### src/rtl/event_dispatcher_if.sv
// Event-register bus between the key/button event producer and the dispatcher.
// Carries the event word, the clear acknowledge and all dispatcher state outputs.
// Modport slave is the dispatcher side; modport master is the producer/observer side.
interface event_dispatcher_if #(
  parameter int NUM_MENUS = 4,
  parameter int PARAM_W   = 4
);
  logic [7:0]                   evt;
  logic                         clear;
  logic                         note_on;
  logic                         note_off;
  logic [4:0]                   note_idx;
  logic [23:0]                  keys_held;
  logic [2:0]                   menu;
  logic [NUM_MENUS*PARAM_W-1:0] values;
  logic                         bad_evt;

  modport master (
    output evt,
    input  clear, note_on, note_off, note_idx, keys_held, menu, values, bad_evt
  );

  modport slave (
    input  evt,
    output clear, note_on, note_off, note_idx, keys_held, menu, values, bad_evt
  );
endinterface

### src/rtl/event_dispatcher.sv
// Consumer of the key/button event register: executes each event once, tracks held keys, menu and per-menu values.
// Latency: event sampled in IDLE at cycle N; clear, note pulses and state updates visible at N+2; one event per 3 cycles.
// Backpressure: none on the input; the producer holds evt until the one-cycle clear and then zeroes it.
// Option: define EVT_DISPATCH_VALUE_WRAP_EN to make increase/decrease wrap instead of saturate.
module event_dispatcher #(
  parameter int NUM_MENUS = 4,
  parameter int PARAM_W   = 4
) (
  input logic              clk,
  input logic              reset,
  event_dispatcher_if.slave bus
);

  typedef enum logic [1:0] {IDLE, EXEC, ACK} state_t;

  localparam logic [2:0] T_PRESS   = 3'd1;
  localparam logic [2:0] T_RELEASE = 3'd2;
  localparam logic [2:0] T_INC     = 3'd3;
  localparam logic [2:0] T_DEC     = 3'd4;
  localparam logic [2:0] T_MENU    = 3'd5;

  localparam logic [2:0]         MENU_LAST = 3'(NUM_MENUS - 1);
  localparam logic [PARAM_W-1:0] VAL_ONE   = PARAM_W'(1);
  localparam logic [PARAM_W-1:0] VAL_MAX   = '1;

  state_t                       state;
  logic [7:0]                   evt_q;
  logic                         clear_q;
  logic                         note_on_q;
  logic                         note_off_q;
  logic [4:0]                   note_idx_q;
  logic [23:0]                  keys_q;
  logic [2:0]                   menu_q;
  logic [NUM_MENUS*PARAM_W-1:0] values_q;
  logic                         bad_q;

  logic [4:0]         key;
  logic               key_ok;
  logic [PARAM_W-1:0] cur_val;
  logic [PARAM_W-1:0] inc_val;
  logic [PARAM_W-1:0] dec_val;

  // Decode the captured event's key and the next value of the active menu's parameter.
  always_comb begin
    key     = evt_q[4:0];
    key_ok  = (evt_q[4:0] < 5'd24);
    cur_val = values_q[menu_q*PARAM_W +: PARAM_W];
`ifdef EVT_DISPATCH_VALUE_WRAP_EN
    inc_val = cur_val + VAL_ONE;
    dec_val = cur_val - VAL_ONE;
`else
    inc_val = (cur_val == VAL_MAX) ? cur_val : cur_val + VAL_ONE;
    dec_val = (cur_val == '0)      ? cur_val : cur_val - VAL_ONE;
`endif
  end

  // IDLE -> EXEC -> ACK sequencer; all effects are registered in EXEC so they appear with clear in ACK.
  always_ff @(posedge clk) begin
    if (!reset) begin
      state      <= IDLE;
      evt_q      <= '0;
      clear_q    <= 1'b0;
      note_on_q  <= 1'b0;
      note_off_q <= 1'b0;
      note_idx_q <= '0;
      keys_q     <= '0;
      menu_q     <= '0;
      values_q   <= '0;
      bad_q      <= 1'b0;
    end else begin
      clear_q    <= 1'b0;
      note_on_q  <= 1'b0;
      note_off_q <= 1'b0;
      case (state)
        IDLE: begin
          // The input is read only here, so a held event cannot be executed twice.
          if (bus.evt[7:5] != 3'd0) begin
            evt_q <= bus.evt;
            state <= EXEC;
          end
        end
        EXEC: begin
          state   <= ACK;
          clear_q <= 1'b1;
          case (evt_q[7:5])
            T_PRESS: begin
              // A press of an already-held key is a typematic repeat and is ignored.
              if (key_ok && !keys_q[key]) begin
                keys_q[key] <= 1'b1;
                note_on_q   <= 1'b1;
                note_idx_q  <= key;
              end
            end
            T_RELEASE: begin
              if (key_ok && keys_q[key]) begin
                keys_q[key] <= 1'b0;
                note_off_q  <= 1'b1;
                note_idx_q  <= key;
              end
            end
            T_INC:  values_q[menu_q*PARAM_W +: PARAM_W] <= inc_val;
            T_DEC:  values_q[menu_q*PARAM_W +: PARAM_W] <= dec_val;
            T_MENU: menu_q <= (menu_q == MENU_LAST) ? 3'd0 : menu_q + 3'd1;
            3'd6, 3'd7: bad_q <= 1'b1;
            default: ;
          endcase
        end
        ACK:     state <= IDLE;
        default: state <= IDLE;
      endcase
    end
  end

  assign bus.clear     = clear_q;
  assign bus.note_on   = note_on_q;
  assign bus.note_off  = note_off_q;
  assign bus.note_idx  = note_idx_q;
  assign bus.keys_held = keys_q;
  assign bus.menu      = menu_q;
  assign bus.values    = values_q;
  assign bus.bad_evt   = bad_q;

endmodule
### src/flat_wrapper.sv
// flat-port wrapper written by rule: the top's interface ports become plain ports
module event_dispatcher_flat 
#(
  parameter int NUM_MENUS = 4,
  parameter int PARAM_W   = 4
)
  (clk, reset, bus_evt, bus_clear, bus_note_on, bus_note_off, bus_note_idx, bus_keys_held, bus_menu, bus_values, bus_bad_evt);
  event_dispatcher_if #(.NUM_MENUS(NUM_MENUS), .PARAM_W(PARAM_W)) bus_i ();
  input logic clk;
  input logic reset;
  input wire logic [$bits(bus_i.evt)-1:0] bus_evt;
  output wire logic [$bits(bus_i.clear)-1:0] bus_clear;
  output wire logic [$bits(bus_i.note_on)-1:0] bus_note_on;
  output wire logic [$bits(bus_i.note_off)-1:0] bus_note_off;
  output wire logic [$bits(bus_i.note_idx)-1:0] bus_note_idx;
  output wire logic [$bits(bus_i.keys_held)-1:0] bus_keys_held;
  output wire logic [$bits(bus_i.menu)-1:0] bus_menu;
  output wire logic [$bits(bus_i.values)-1:0] bus_values;
  output wire logic [$bits(bus_i.bad_evt)-1:0] bus_bad_evt;
  assign bus_i.evt = bus_evt;
  assign bus_clear = bus_i.clear;
  assign bus_note_on = bus_i.note_on;
  assign bus_note_off = bus_i.note_off;
  assign bus_note_idx = bus_i.note_idx;
  assign bus_keys_held = bus_i.keys_held;
  assign bus_menu = bus_i.menu;
  assign bus_values = bus_i.values;
  assign bus_bad_evt = bus_i.bad_evt;
  event_dispatcher #(.NUM_MENUS(NUM_MENUS), .PARAM_W(PARAM_W)) u_core (.clk(clk), .reset(reset), .bus(bus_i));
endmodule
### config.mk
export PLATFORM = sky130hd
export DESIGN_NAME = event_dispatcher_flat
export DESIGN_NICKNAME = d
export VERILOG_FILES = /design/src/rtl/event_dispatcher_if.sv /design/src/rtl/event_dispatcher.sv /design/src/flat_wrapper.sv
export SDC_FILE = /design/constraint.sdc
export NUM_CORES = 1
export LEC_CHECK = 0
export BUFFER_PORTS_ARGS = -buffer_cell sky130_fd_sc_hd__buf_2
export CORE_AREA = 2 2 99 101
export DETAILED_ROUTE_END_ITERATION = 8
export DIE_AREA = 0 0 101 103
export HOLD_SLACK_MARGIN = 0.03
export PLACE_DENSITY = 0.68
export SLEW_MARGIN = 20
export SYNTH_ARGS = -nofsm -noshare
export SYNTH_HDL_FRONTEND = slang
export SYNTH_SLANG_ARGS = --single-unit
### constraint.sdc
create_clock -name clk -period 5.1 [get_ports clk]
set_clock_uncertainty 0.15 [all_clocks]
set_input_delay 0.255 -clock clk [delete_from_list [all_inputs] [get_ports clk]]
set_output_delay 0.255 -clock clk [all_outputs]
set_load 0.005 [all_outputs]
Word level (Yosys, flattened, before mapping) --
Cells that the tools add are included.
Storage, ports and cells: register bits 62, bits of input ports 10, output and inout port bits 52, logic and storage cells 75
Operators by class: $add $sub $neg 4, $lt $le $gt $ge 3, equal/unequal tests 13, shifts and indexed selects 4, mux-type cells 21, bitwise logic cells 3, reduce and logical (&&, ||, !) cells 17
Operators with widths (number):
- 4-bit by 34-bit variable part select with 16-bit output | 2
- 24-bit 2-to-1 mux | 2
- 24-bit case mux with 2 select lines | 1
- 5-bit negator with 34-bit output | 1
- 4-bit by 34-bit variable shift with 16-bit output (first input constant) | 1
- 16-bit bitwise mux | 2
- 16-bit case mux with 2 select lines | 1
- 24-bit AND | 1
- 24-bit inverter | 1
- 24-bit OR | 1
- 16-bit by 6-bit variable part select with 4-bit output | 1
- 3-bit == test (second input constant) | 4
- 5-bit 2-to-1 mux | 2
- 5-bit case mux with 2 select lines | 1
- 3-bit by 2-bit == test with 1-bit output (second input constant) | 3
- 4-bit 2-to-1 mux | 2
- 2-bit AND reduction | 4
- 5-bit by 6-bit less-than comparator with 1-bit output (second input constant) | 1
- 2-bit by 1-bit != test with 1-bit output (second input constant) | 3
- 3-bit AND reduction | 2
- 1-bit binary-select mux with 5-bit select | 1
- 1-bit demux with 5-bit select | 1
- 5-bit by 1-bit greater-or-equal comparator with 1-bit output (second input constant) | 1
- 5-bit less-than comparator (second input constant) | 1
- other kinds (18) | 25

Longest topological paths before layout --
depth in word-level cells 8, depth in mapped cells 10, depth with buffers taken out 9

Worst setup path after synthesis --
Ideal clock, no wire load.
path kind reg-to-reg, start point register u_core.menu_q[0] (netlist: u_core.bus.menu[0]), end point register u_core.values_q[13] (netlist: u_core.bus.values[13]), setup time 127 ps, data arrival time 2512 ps, required time 4823 ps, slack 2312 ps, cell stages (with the launch flop) 11, buffers on the path 1, clock period less this slack 2788 ps, path through dfxtp_1 buf_2 mux4_2 and2_1 inv_1 ha_1 inv_1 o311ai_1 a221oi_1 a31oi_1 o21ai_1
On the way: cells in the longest elaborated chain, start to end 6, elaborated cells on any way between the ends 14, classes of those cells add/sub: 3; eq/ne: 1; shift: 4; mux: 5; reduce/logical: 1
Ends and longest elaborated chain:
- start, declared | line event_dispatcher.sv:33 | logic [2:0] menu_q;
- start signal, assigned | line event_dispatcher.sv:103 | T_MENU: menu_q <= (menu_q == MENU_LAST) ? 3'd0 : menu_q + 3'd1;
- 16-bit by 6-bit variable part select with 4-bit output | line event_dispatcher.sv:47 | cur_val = values_q[menu_q*PARAM_W +: PARAM_W];
- 4-bit by 1-bit subtractor with 4-bit output, or another cell as far along | line event_dispatcher.sv:53 | dec_val = (cur_val == '0) ? cur_val : cur_val - VAL_ONE;
- 4-bit 2-to-1 mux, on equally long branches | line event_dispatcher.sv:53, event_dispatcher.sv:52
- 4-bit by 34-bit variable part select with 16-bit output, on equally long branches | line event_dispatcher.sv:102, event_dispatcher.sv:101
- 16-bit bitwise mux, on equally long branches | line event_dispatcher.sv:102, event_dispatcher.sv:101
- 16-bit case mux with 2 select lines (*) | line event_dispatcher.sv:85 | case (evt_q[7:5])
- end signal, assigned by index | line event_dispatcher.sv:101 | T_INC: values_q[menu_q*PARAM_W +: PARAM_W] <= inc_val;
- end signal, assigned by index | line event_dispatcher.sv:102 | T_DEC: values_q[menu_q*PARAM_W +: PARAM_W] <= dec_val;
- end, declared | line event_dispatcher.sv:34 | logic [NUM_MENUS*PARAM_W-1:0] values_q;
Mark *: on every way between the ends. The rest lies on a longest branch, timed or not. A chain may end at the register's enable or synchronous reset.

==> summary.txt <==
Status: complete, no violations
Post CTS Setup Buffer Count: 0
Post-Synthesis Cells: 418
DRT met1 WL: 4.339 mm
Bufs and invs on worst path: 1
Die W: 101 um
Dpl hpwl: 6.550 mm
Syn nets: 436
Share of power burned in registers: 0.455
Async SR Flop Fraction: 0
Root buffer cell: clkbuf_8
Max_cap viols: 0
Met2 WL: 4.483 mm
Metal3 WL: 465 um
Xor and xnor area share after synthesis: 0.002416
Most numerous cell on the critical path: mux2i_1
Main synth FF type: dfxtp_1
DRT Pass-1 Iters: 4
Tmin final: 3.345 ns
Worst-skew pair later-pin latency: 0.35 ns
CP Data Required Time: 5.20 ns
Layout cell share with drive strength beyond 1: 0.1899
Synth Area in Compound Gates: 0.1001
Arrival @ worst endpoint: 3.45 ns
FF-to-FF setup slack: 1.75 ns
PD cells: 270.0 mW/mm2
VDD IR max: 0.1628 mV
Most frequent cells in the layout: nand2_1 (81), dfxtp_1 (62), buf_2 (61)
Num CTS Buffers: 9
Post-synth EDFFs: 0
Post-synthesis mux area share: 0.2361
Multi-input logic area: 0.002200 mm2
Fin crit share: 0.6559
First-pass GRT wire length: 15.28 mm
CP max stage cell: dfxtp_1
Clock transition at path regs: 0.07 ns
Seq cells post-synth: 62
Syn. warnings: 0
I/O Buffers: 61
Setup Viol. Count Final: 0
Clock Tree Buf Depth: 2
CTS tree: built
Post-route ant nets: 0
Worst Path Max Fanout: 15
FMAX: 298.9 MHz
Hold Crit Class: in -> reg
Total Neg Setup Slack: 0 ns
Pleak: 0.001741 uW
Synth cell types: 50
Area Overhead vs Synth: 16.36%
Post-synthesis sequential area ratio: 0.3424
Syn Std Cell Area: 0.003625 mm2
DR vias/cell: 5.454
Final max-slew violation count: 0
Via count: 3207
Starting density of the core: 0.3832
Vias in the first global route: 3064
Hold Vio Cnt, Final: 0
H-tree Lvls: 3
Slew Limit Headroom: 0.3867
Internal: 850.6 uW
I/O pin cnt: 62
Crit. End Element: flop
Sw frac: 0.2529
Nets: 487
Pin count of the biggest net entering global routing: 50
Post-Route WL: 9.390 mm
Clock sink count: 62
Simple-gate share of the synthesized area: 0.2389
Critical-path cell list: mux4_1 > a22oi_1 > nand3_1 > buf_4 > mux2i_1 > mux2i_1
Crit-path max cell delay: 0.71 ns
Residual DRC count: 0
CP Class: reg -> reg
Placed Area: 0.003934 mm2
Initial antenna violation count: 0
Largest family of logic cells by synthesized area: simple AND/OR/NAND/NOR gates
Clock share of power: 0.447
Final non-filler cell total: 588
RSZ-0062 raised after global routing: false
DR iter-0 viols: 160
Slew @ Worst Pin: 0.9200 ns
Grt ovf: 0
Adder and majority gate portion of the synthesized area: 0.02761
Top delay family on crit path: multiplexers
Row count: 36
Antenna cells: 0
Syn Area/Cell: 8.672 um2
Combinational share of power: 0.097
WL/cell: 15.97 um
Pwr Total: 1139 uW
Core Footprint: 0.009459 mm2
Startpoint Class: flop
Fill count: 912
Most common cell after layout, fill and taps aside: nand2_1
Register area: 0.001241 mm2
All-Layer GR Usage: 0.1847
Post-route design area: 0.004218 mm2
GP Congestion: 0.8650
Sw power: 288.0 uW
Post-Place Cells: 567
Die area: 0.01040 mm2
Die Ht: 103 um
Highest Signal Layer: met4
worst reg2reg max path, delay by kind of cell (launching register included):
kind	cells	cell delay, ns
AND/OR/NAND/NOR	1	0.61
multiplexers	3	1.07
AO/OA/AOI/OAI	1	0.23
buffers and inverters	1	0.48
flip-flops	1	0.71
synth_stat cells (all sizes together) (3+ instances only):
master / count / area share
o21ai: 12 / 0.017
o31ai: 4 / 0.0083
mux4: 10 / 0.064
nand4: 5 / 0.0086
a31oi: 3 / 0.0052
and3b: 3 / 0.0073
nand3: 7 / 0.0097
nand2: 81 / 0.084
nor4b: 5 / 0.012
nor2: 60 / 0.062
dfxtp: 62 / 0.34
inv: 8 / 0.0083
ha: 8 / 0.028
buf: 6 / 0.021
a22oi: 6 / 0.014
clkbuf: 22 / 0.023
or3b: 3 / 0.0073
mux2i: 61 / 0.17
and4: 3 / 0.0073
nor3b: 5 / 0.010
a21oi: 11 / 0.015
power by group through the flow:
stage / logic (uW) / clock network [uW] / registers (uW)
after CTS: 111 / 515 / 518
after detailed placement: 107 / 0 / 529
final: 111 / 509 / 518
after floorplan: 93.3 / 0 / 514
after global placement: 106 / 0 / 528
after global routing: 121 / 539 / 521
metal layers:
| metal | GRT usage | vias up |
|---|---|---|
| li1 | - | 1587 |
| met1 | 0.2425 | 1518 |
| met2 | 0.3046 | 92 |
| met3 | 0.03932 | 10 |
| met4 | 0.06029 | 0 |
| met5 | 0 | - |
kinds of logic after synthesis:
| family | Yosys count |
|---|---|
| AO/OA/AOI/OAI | 53 |
| XOR/XNOR | 1 |
| buffers and inverters | 36 |
| adder cells (fa/ha/maj) | 8 |
| multiplexers | 71 |
| flip-flops | 62 |
| AND/OR/NAND/NOR | 187 |
timing repair:
item,CTS,global route
gates resized for setup,0,0
endpoints found under the setup margin,0,0
hold buffers,5,0
endpoints found under the hold margin,5,0
final cells by class:
class,instances,share of cell area
Multi-Input combinational cell,320,0.5215
Sequential cell,62,0.2943
Timing Repair Buffer,68,0.08781
Clock buffer,13,0.04005
Tap cell,114,0.03382
Clock inverter,3,0.01543
Inverter,8,0.007120
final timing paths:
path                 startpoint            endpoint  depth (start not counted)
max             u_core.evt_q[0]                flop                          6
min                  bus_evt[6]     u_core.evt_q[6]                          3
max reg2reg     u_core.evt_q[0]                flop                          6
min reg2reg  u_core.bus.bad_evt  u_core.bus.bad_evt                          2
per-stage QoR:
stage | setup slack [ns] | hold WS (ns) | utilization
2_1_floorplan | 2.312 | 0.2521 | -
3_3_place_gp | 1.871 | 0.2986 | 0.4152
3_5_place_dp | 1.777 | 0.3011 | 0.4159
4_1_cts | 1.756 | 0.03136 | 0.4459
5_1_grt | 1.496 | 0.04888 | 0.4459
6_report | 1.755 | 0.03582 | 0.4459
Power figures use the tool's default switching activity.
